[src/rtl/cpu_pkg.sv]
// ============================================================================
// Module   : cpu_pkg
// Purpose  : Shared types and encodings for the CPU control path.
// Revision : 1.0
// ============================================================================
`default_nettype none

package cpu_pkg;

    typedef enum logic [3:0] {
        S_WAIT      = 4'd0,
        S_DECODE    = 4'd1,
        S_WRITE_IMM = 4'd2,
        S_GET_A     = 4'd3,
        S_GET_B     = 4'd4,
        S_EXEC      = 4'd5,
        S_CMP_S     = 4'd6,
        S_WRITE_RD  = 4'd7,
        S_ILLEGAL   = 4'd8
    } state_e;

    typedef enum logic [2:0] {
        CLS_MOV_IMM = 3'd0,
        CLS_MOV_REG = 3'd1,
        CLS_ADD     = 3'd2,
        CLS_CMP     = 3'd3,
        CLS_AND     = 3'd4,
        CLS_MVN     = 3'd5,
        CLS_ILLEGAL = 3'd6
    } instr_cls_e;

    localparam logic [2:0] OPC_MOV   = 3'b110;
    localparam logic [2:0] OPC_ALU   = 3'b101;

    localparam logic [1:0] ALU_ADD   = 2'b00;
    localparam logic [1:0] ALU_CMP   = 2'b01;
    localparam logic [1:0] ALU_AND   = 2'b10;
    localparam logic [1:0] ALU_MVN   = 2'b11;

    localparam logic [2:0] NSEL_NONE = 3'b000;
    localparam logic [2:0] NSEL_RN   = 3'b001;
    localparam logic [2:0] NSEL_RD   = 3'b010;
    localparam logic [2:0] NSEL_RM   = 3'b100;

    localparam logic [1:0] VSEL_C    = 2'b00;
    localparam logic [1:0] VSEL_IMM  = 2'b10;

endpackage

`default_nettype wire

[src/rtl/alu_sequencer_fsm_instr_class_dec.sv]
// ============================================================================
// Module   : instr_class_dec
// Purpose  : Combinational {opcode, op} to instruction-class decode.
// Revision : 1.0
// ============================================================================
`default_nettype none

module instr_class_dec
    import cpu_pkg::*;
(
    input  logic [2:0] i_opcode,
    input  logic [1:0] i_op,
    output instr_cls_e o_cls,
    output logic       o_legal
);

    always_comb begin
        o_cls   = CLS_ILLEGAL;
        o_legal = 1'b0;
        case ({i_opcode, i_op})
            {OPC_MOV, 2'b10}:   begin o_cls = CLS_MOV_IMM; o_legal = 1'b1; end
            {OPC_MOV, 2'b00}:   begin o_cls = CLS_MOV_REG; o_legal = 1'b1; end
            {OPC_ALU, ALU_ADD}: begin o_cls = CLS_ADD;     o_legal = 1'b1; end
            {OPC_ALU, ALU_CMP}: begin o_cls = CLS_CMP;     o_legal = 1'b1; end
            {OPC_ALU, ALU_AND}: begin o_cls = CLS_AND;     o_legal = 1'b1; end
            {OPC_ALU, ALU_MVN}: begin o_cls = CLS_MVN;     o_legal = 1'b1; end
            default:            begin o_cls = CLS_ILLEGAL; o_legal = 1'b0; end
        endcase
    end

endmodule

`default_nettype wire

[src/rtl/alu_sequencer_fsm.sv]
// ============================================================================
// Module   : alu_sequencer_fsm
// Purpose  : Moore control FSM sequencing the register-file/ALU datapath.
// Revision : 1.0
// ============================================================================
`default_nettype none

module alu_sequencer_fsm
    import cpu_pkg::*;
#(
    parameter int STATE_W = 4
)(
    input  logic       clk,
    input  logic       reset,
    input  logic       s,
    input  logic [2:0] opcode,
    input  logic [1:0] op,
    output logic       w,
    output logic [2:0] nsel,
    output logic [1:0] vsel,
    output logic       write,
    output logic       loada,
    output logic       loadb,
    output logic       loadc,
    output logic       loads,
    output logic       asel,
    output logic       bsel,
    output logic [1:0] ALUop,
    output logic       illegal
);

    logic [STATE_W-1:0] r_state;
    logic [STATE_W-1:0] w_state_next;
    logic [2:0]         r_opcode;
    logic [1:0]         r_op;
    instr_cls_e         w_cls;
    logic               w_legal;

    // Decode works on the latched instruction so mid-flight input changes are ignored.
    instr_class_dec u_dec (
        .i_opcode (r_opcode),
        .i_op     (r_op),
        .o_cls    (w_cls),
        .o_legal  (w_legal)
    );

    always_ff @(posedge clk) begin
        if (!reset) begin
            r_state  <= STATE_W'(S_WAIT);
            r_opcode <= 3'b000;
            r_op     <= 2'b00;
        end else begin
            r_state <= w_state_next;
            if (r_state == STATE_W'(S_WAIT) && s) begin
                r_opcode <= opcode;
                r_op     <= op;
            end
        end
    end

    always_comb begin
        w_state_next = STATE_W'(S_WAIT);
        w            = 1'b0;
        nsel         = NSEL_NONE;
        vsel         = VSEL_C;
        write        = 1'b0;
        loada        = 1'b0;
        loadb        = 1'b0;
        loadc        = 1'b0;
        loads        = 1'b0;
        asel         = 1'b0;
        bsel         = 1'b0;
        ALUop        = ALU_ADD;
        illegal      = 1'b0;

        case (r_state)
            STATE_W'(S_WAIT): begin
                w            = 1'b1;
                w_state_next = s ? STATE_W'(S_DECODE) : STATE_W'(S_WAIT);
            end
            STATE_W'(S_DECODE): begin
                if (!w_legal) begin
                    w_state_next = STATE_W'(S_ILLEGAL);
                end else begin
                    case (w_cls)
                        CLS_MOV_IMM: w_state_next = STATE_W'(S_WRITE_IMM);
                        CLS_MOV_REG: w_state_next = STATE_W'(S_GET_B);
                        CLS_MVN:     w_state_next = STATE_W'(S_GET_B);
                        CLS_ADD,
                        CLS_CMP,
                        CLS_AND:     w_state_next = STATE_W'(S_GET_A);
                        default:     w_state_next = STATE_W'(S_ILLEGAL);
                    endcase
                end
            end
            STATE_W'(S_WRITE_IMM): begin
                nsel  = NSEL_RN;
                vsel  = VSEL_IMM;
                write = 1'b1;
            end
            STATE_W'(S_GET_A): begin
                nsel         = NSEL_RN;
                loada        = 1'b1;
                w_state_next = STATE_W'(S_GET_B);
            end
            STATE_W'(S_GET_B): begin
                nsel         = NSEL_RM;
                loadb        = 1'b1;
                w_state_next = (w_cls == CLS_CMP) ? STATE_W'(S_CMP_S) : STATE_W'(S_EXEC);
            end
            STATE_W'(S_EXEC): begin
                loadc        = 1'b1;
                w_state_next = STATE_W'(S_WRITE_RD);
                case (w_cls)
                    CLS_MOV_REG: begin ALUop = ALU_ADD; asel = 1'b1; end
                    CLS_MVN:     ALUop = ALU_MVN;
                    default:     ALUop = r_op;
                endcase
            end
            // Compare only updates status; C stays untouched since ALU out is undefined here.
            STATE_W'(S_CMP_S): begin
                ALUop = ALU_CMP;
                loads = 1'b1;
            end
            STATE_W'(S_WRITE_RD): begin
                nsel  = NSEL_RD;
                vsel  = VSEL_C;
                write = 1'b1;
            end
            STATE_W'(S_ILLEGAL): begin
                illegal = 1'b1;
            end
            default: begin
                w = 1'b1;
            end
        endcase
    end

endmodule

`default_nettype wire

[config.mk]
export PLATFORM = sky130hd
export DESIGN_NAME = alu_sequencer_fsm
export DESIGN_NICKNAME = d
export VERILOG_FILES = /design/src/rtl/cpu_pkg.sv /design/src/rtl/alu_sequencer_fsm_instr_class_dec.sv /design/src/rtl/alu_sequencer_fsm.sv
export SDC_FILE = /design/constraint.sdc
export NUM_CORES = 1
export LEC_CHECK = 0
export BUFFER_PORTS_ARGS = -buffer_cell sky130_fd_sc_hd__buf_2
export CAP_MARGIN = 20
export CORE_AREA = 2 2 39 41
export CTS_CLUSTER_DIAMETER = 60
export CTS_CLUSTER_SIZE = 24
export DETAILED_ROUTE_END_ITERATION = 10
export DIE_AREA = 0 0 41 43
export GPL_ROUTABILITY_DRIVEN = 0
export MAX_ROUTING_LAYER = met4
export PLACE_DENSITY_LB_ADDON = 0.25
export SYNTH_ARGS = -nofsm -noshare
export SYNTH_HDL_FRONTEND = slang
export SYNTH_SLANG_ARGS = --single-unit
[constraint.sdc]
create_clock -name clk -period 3 [get_ports clk]
set_input_delay 0.3 -clock clk [delete_from_list [all_inputs] [get_ports clk]]
set_output_delay 0.3 -clock clk [all_outputs]
set_load 0.05 [all_outputs]
==> results.txt <==
Critical path class: reg2out. The tools report the number of antenna violations at the first check in global routing as 0. Layer with the highest usage after global routing: met2.

In the final routed layout, each cell accounts on average for 10.6 um. The top cell types in the final layout, fill and taps aside, are 21 x sky130_fd_sc_hd__buf_2, 9 x sky130_fd_sc_hd__dfxtp_1, 8 x sky130_fd_sc_hd__nor2_1. The number of ports placed on the die boundary is 24, and the post-detailed-routing wire length is 1130 um. The most used flip-flop cell after synthesis is sky130_fd_sc_hd__dfxtp_1. The worst hold path stage count works out to 3. Setup repair after global routing left no endpoint under its margin. Entering global routing, the biggest net connects 12 pins. For the share of synthesized area occupied by flip-flops and latches, the log shows 27.9%.

Post-detailed-route count of antenna-violating nets: 0. Top cell family by delay on the critical path: simple AND/OR/NAND/NOR gates. The worst hold path endpoint was r_opcode[0]$_SDFFE_PN0P_. Across the routed clock network, the largest skew measured is 6.56 ps. Leaving out fill and tap cells, the most frequent cell in the layout is sky130_fd_sc_hd__buf_2. The first routing iteration left 4 violations. The number of clock sinks is 9. The number of cells on the worst reg-to-reg path is 4.

The number of clock buffers added by TritonCTS is 3. The number of failing setup endpoints in the final timing report came out at 0. Across all register-to-register paths, the minimum setup slack is 1510 ps. The arrival time at the worst endpoint was 1780 ps; the horizontal die dimension was 41 um. The run finished with clean final reports.

The count of unresolved DRC violations after routing is 0, and the leakage component of the power is 0.369 nW. For met1 alone, demand over resource in global routing was 16.6%. For the worst-skew pair, the clock arrives at the later sink with an insertion delay of 260 ps. The fraction of the core area covered by cells at the end of the flow is 53.4%, and the hold violation total from the final report is 0.

The slowest stage of the critical path is the sky130_fd_sc_hd__or4b_1 cell. Global routing usage summed across all routing layers: 14.9%. Of the cells placed in the final design, the portion with a size suffix greater than 1 is 39.6%.

The run gives 1190 ps as the placement-stage worst setup slack. For the post-CTS setup buffer count, the log shows 0. The combined buffer and inverter count along the critical path is 1, and the area of the multi-input gates is 397 um^2.

For this run, the detailed router's first-pass iteration total came to 2. The post-detailed-placement half-perimeter wirelength was 916 um. The type of the tightest min-delay check was in2reg. The post-route worst setup slack was 923 ps. Measured along the y axis, the die boundary spans 43 um.

The worst register-to-register path begins at r_state[1]$_SDFF_PN0_. STA classifies the critical path endpoint as an output pin. Post-cts sizing count: 0.

Based on the critical path, the design can be clocked at up to 481 MHz. In this run the mean area of a mapped cell was 9.09 um^2. Port buffering added 21 buffers.

For this design the ratio of total power to cell area is 384 nW/um^2. The maximum level of the CTS H-tree is 1. For the max-slew violation total from the final report, the log shows 0.

TritonCTS built the clock tree. Compared with the post-synthesis result, the final layout area differs by 14.5%. The post-synthesis instance area was 646 um^2; the area of the core was 1380 um^2. Counting flops with a built-in enable in the synthesized netlist gives 0. Summing all flip-flop and latch instances after layout gives 180 um^2.

The startpoint of the tightest hold check path is opcode[0]. The endpoint of the worst register-to-register path is r_state[1]$_SDFF_PN0_. The signal on the critical path passes through or4b_1, a21oi_2, and3_1, buf_2. In this run the core area contains 14 standard-cell rows. Dividing the final minimum period by the clock period gives 69.2%. The tree is rooted in a sky130_fd_sc_hd__clkbuf_4. For the worst setup path, the data required time is 2700 ps. The clock-pin slew on the worst setup and hold paths was 60 ps; the total number of vias was 560. The first global-routing pass estimated 1790 um of wire. In the synthesized netlist the async set-or-reset flop fraction comes to 0%. STA classifies the critical path startpoint as a flop. The number of antenna diodes in the final layout is 0.

The largest single stage delay on the critical path is 540 ps. Global routing used 3.14% of the available met3 tracks. During synthesis, Yosys emitted a total of 0 warnings.

The number of buffers on the longest clock path was 2; the remaining global-route overflow was 0. The filler cells instantiated in the layout total 149. After the last flow step, the layout net total stands at 100. For this configuration, the core starts out at a cell density of 46.7%. The routed via count divided by cell count works out to 5.23. Of all nets on the critical path, the largest fanout is 6. The gate count after technology mapping is 71. Buffers inserted to repair hold after CTS numbered 0. For the met2 capacity usage during global routing, the log shows 25.3%. The tool flagged a number of max-cap violations equal to 0. After layout, the minimum clock period comes to 2080 ps.

Number of global-route vias before repair: 468. Synthesis inferred 9 register bits. For the final routed database, the setup TNS stands at 0 ps. IR analysis of the VDD net gives a maximum drop of 0.299 mV. The full die area is 1760 um^2, and the post-synthesis cell type count is 36.
[routing by layer]
metal | wire length (um) | vias up | part of all wire, %
met5 | 0 | - | 0
met4 | 14 | 0 | 1.2
met3 | 68 | 2 | 6.0
met2 | 580 | 17 | 51
met1 | 472 | 257 | 42
li1 | - | 284 | -
[worst max path at each step]
stage	startpoint	end	slack, ps	depth (start not counted)
after floorplan	r_state[2]$_SDFF_PN0_	asel	300	4
after global placement	r_op[1]$_SDFFE_PN0P_	asel	1220	4
after detailed placement	r_op[1]$_SDFFE_PN0P_	asel	1190	4
after CTS	r_op[1]$_SDFFE_PN0P_	asel	920	4
after global routing	r_state[2]$_SDFF_PN0_	asel	810	4
final	r_op[1]$_SDFFE_PN0P_	asel	920	4
[through the flow]
step                      area, um^2  std cells  total power (W)  hold WS (ps)
final                            739        107         0.000284           296
after global routing             739        107         0.000299           324
after CTS                        739        107         0.000286           299
after detailed placement         713        103         0.000194           562
after global placement           713        103         0.000193           556
after floorplan                  649         72         0.000185           428
[where the power goes]
group / internal (W) / leakage, nW / switching (W)
sequential: 0.000126 / 0.0737 / 0.00000952
clock: 0.0000512 / 0.0150 / 0.0000416
combinational: 0.0000238 / 0.281 / 0.0000320
total: 0.000201 / 0.369 / 0.0000831
[Yosys cell counts, drive strengths merged, types with 3 or more instances]
cell type / instances / area share (%)
and2: 3 / 3.1
nand2: 3 / 1.7
mux2i: 5 / 7.8
dfxtp: 9 / 28
nor2b: 5 / 4.8
nor3: 3 / 3.1
a21oi: 3 / 2.9
inv: 3 / 1.7
buf: 4 / 5.2
nor2: 8 / 4.7
[worst min-delay path, stage by stage]
cell and delay, ps:
sky130_fd_sc_hd__buf_2 70, sky130_fd_sc_hd__mux2i_1 50, sky130_fd_sc_hd__nor2b_1 100
[kinds of logic (layout without fill, tap and decap cells)]
logic type | count (synthesis) | in the layout | synth area share (%)
other cells | 1 | 2 | 0.581
xor+xnor | 1 | 1 | 1.36
simple gates | 36 | 36 | 37.8
buf+inv | 9 | 28 | 11.2
mux | 5 | 5 | 7.75
compound gates | 10 | 10 | 13.4
flops | 9 | 9 | 27.9
[state kept, by name, indices dropped and copies added, names as in the netlist]
register  flops
r_opcode      3
r_op          2
r_state       4
[final cells by class]
| class | instances | share of cell area [%] |
|---|---|---|
| sequential | 9 | 24.4 |
| multi-input combinational | 54 | 53.6 |
| timing repair buffer | 21 | 14.2 |
| inverter | 3 | 1.52 |
| tap | 16 | 2.71 |
| clock buffer | 4 | 3.55 |
Power figures use the tool's default switching activity.
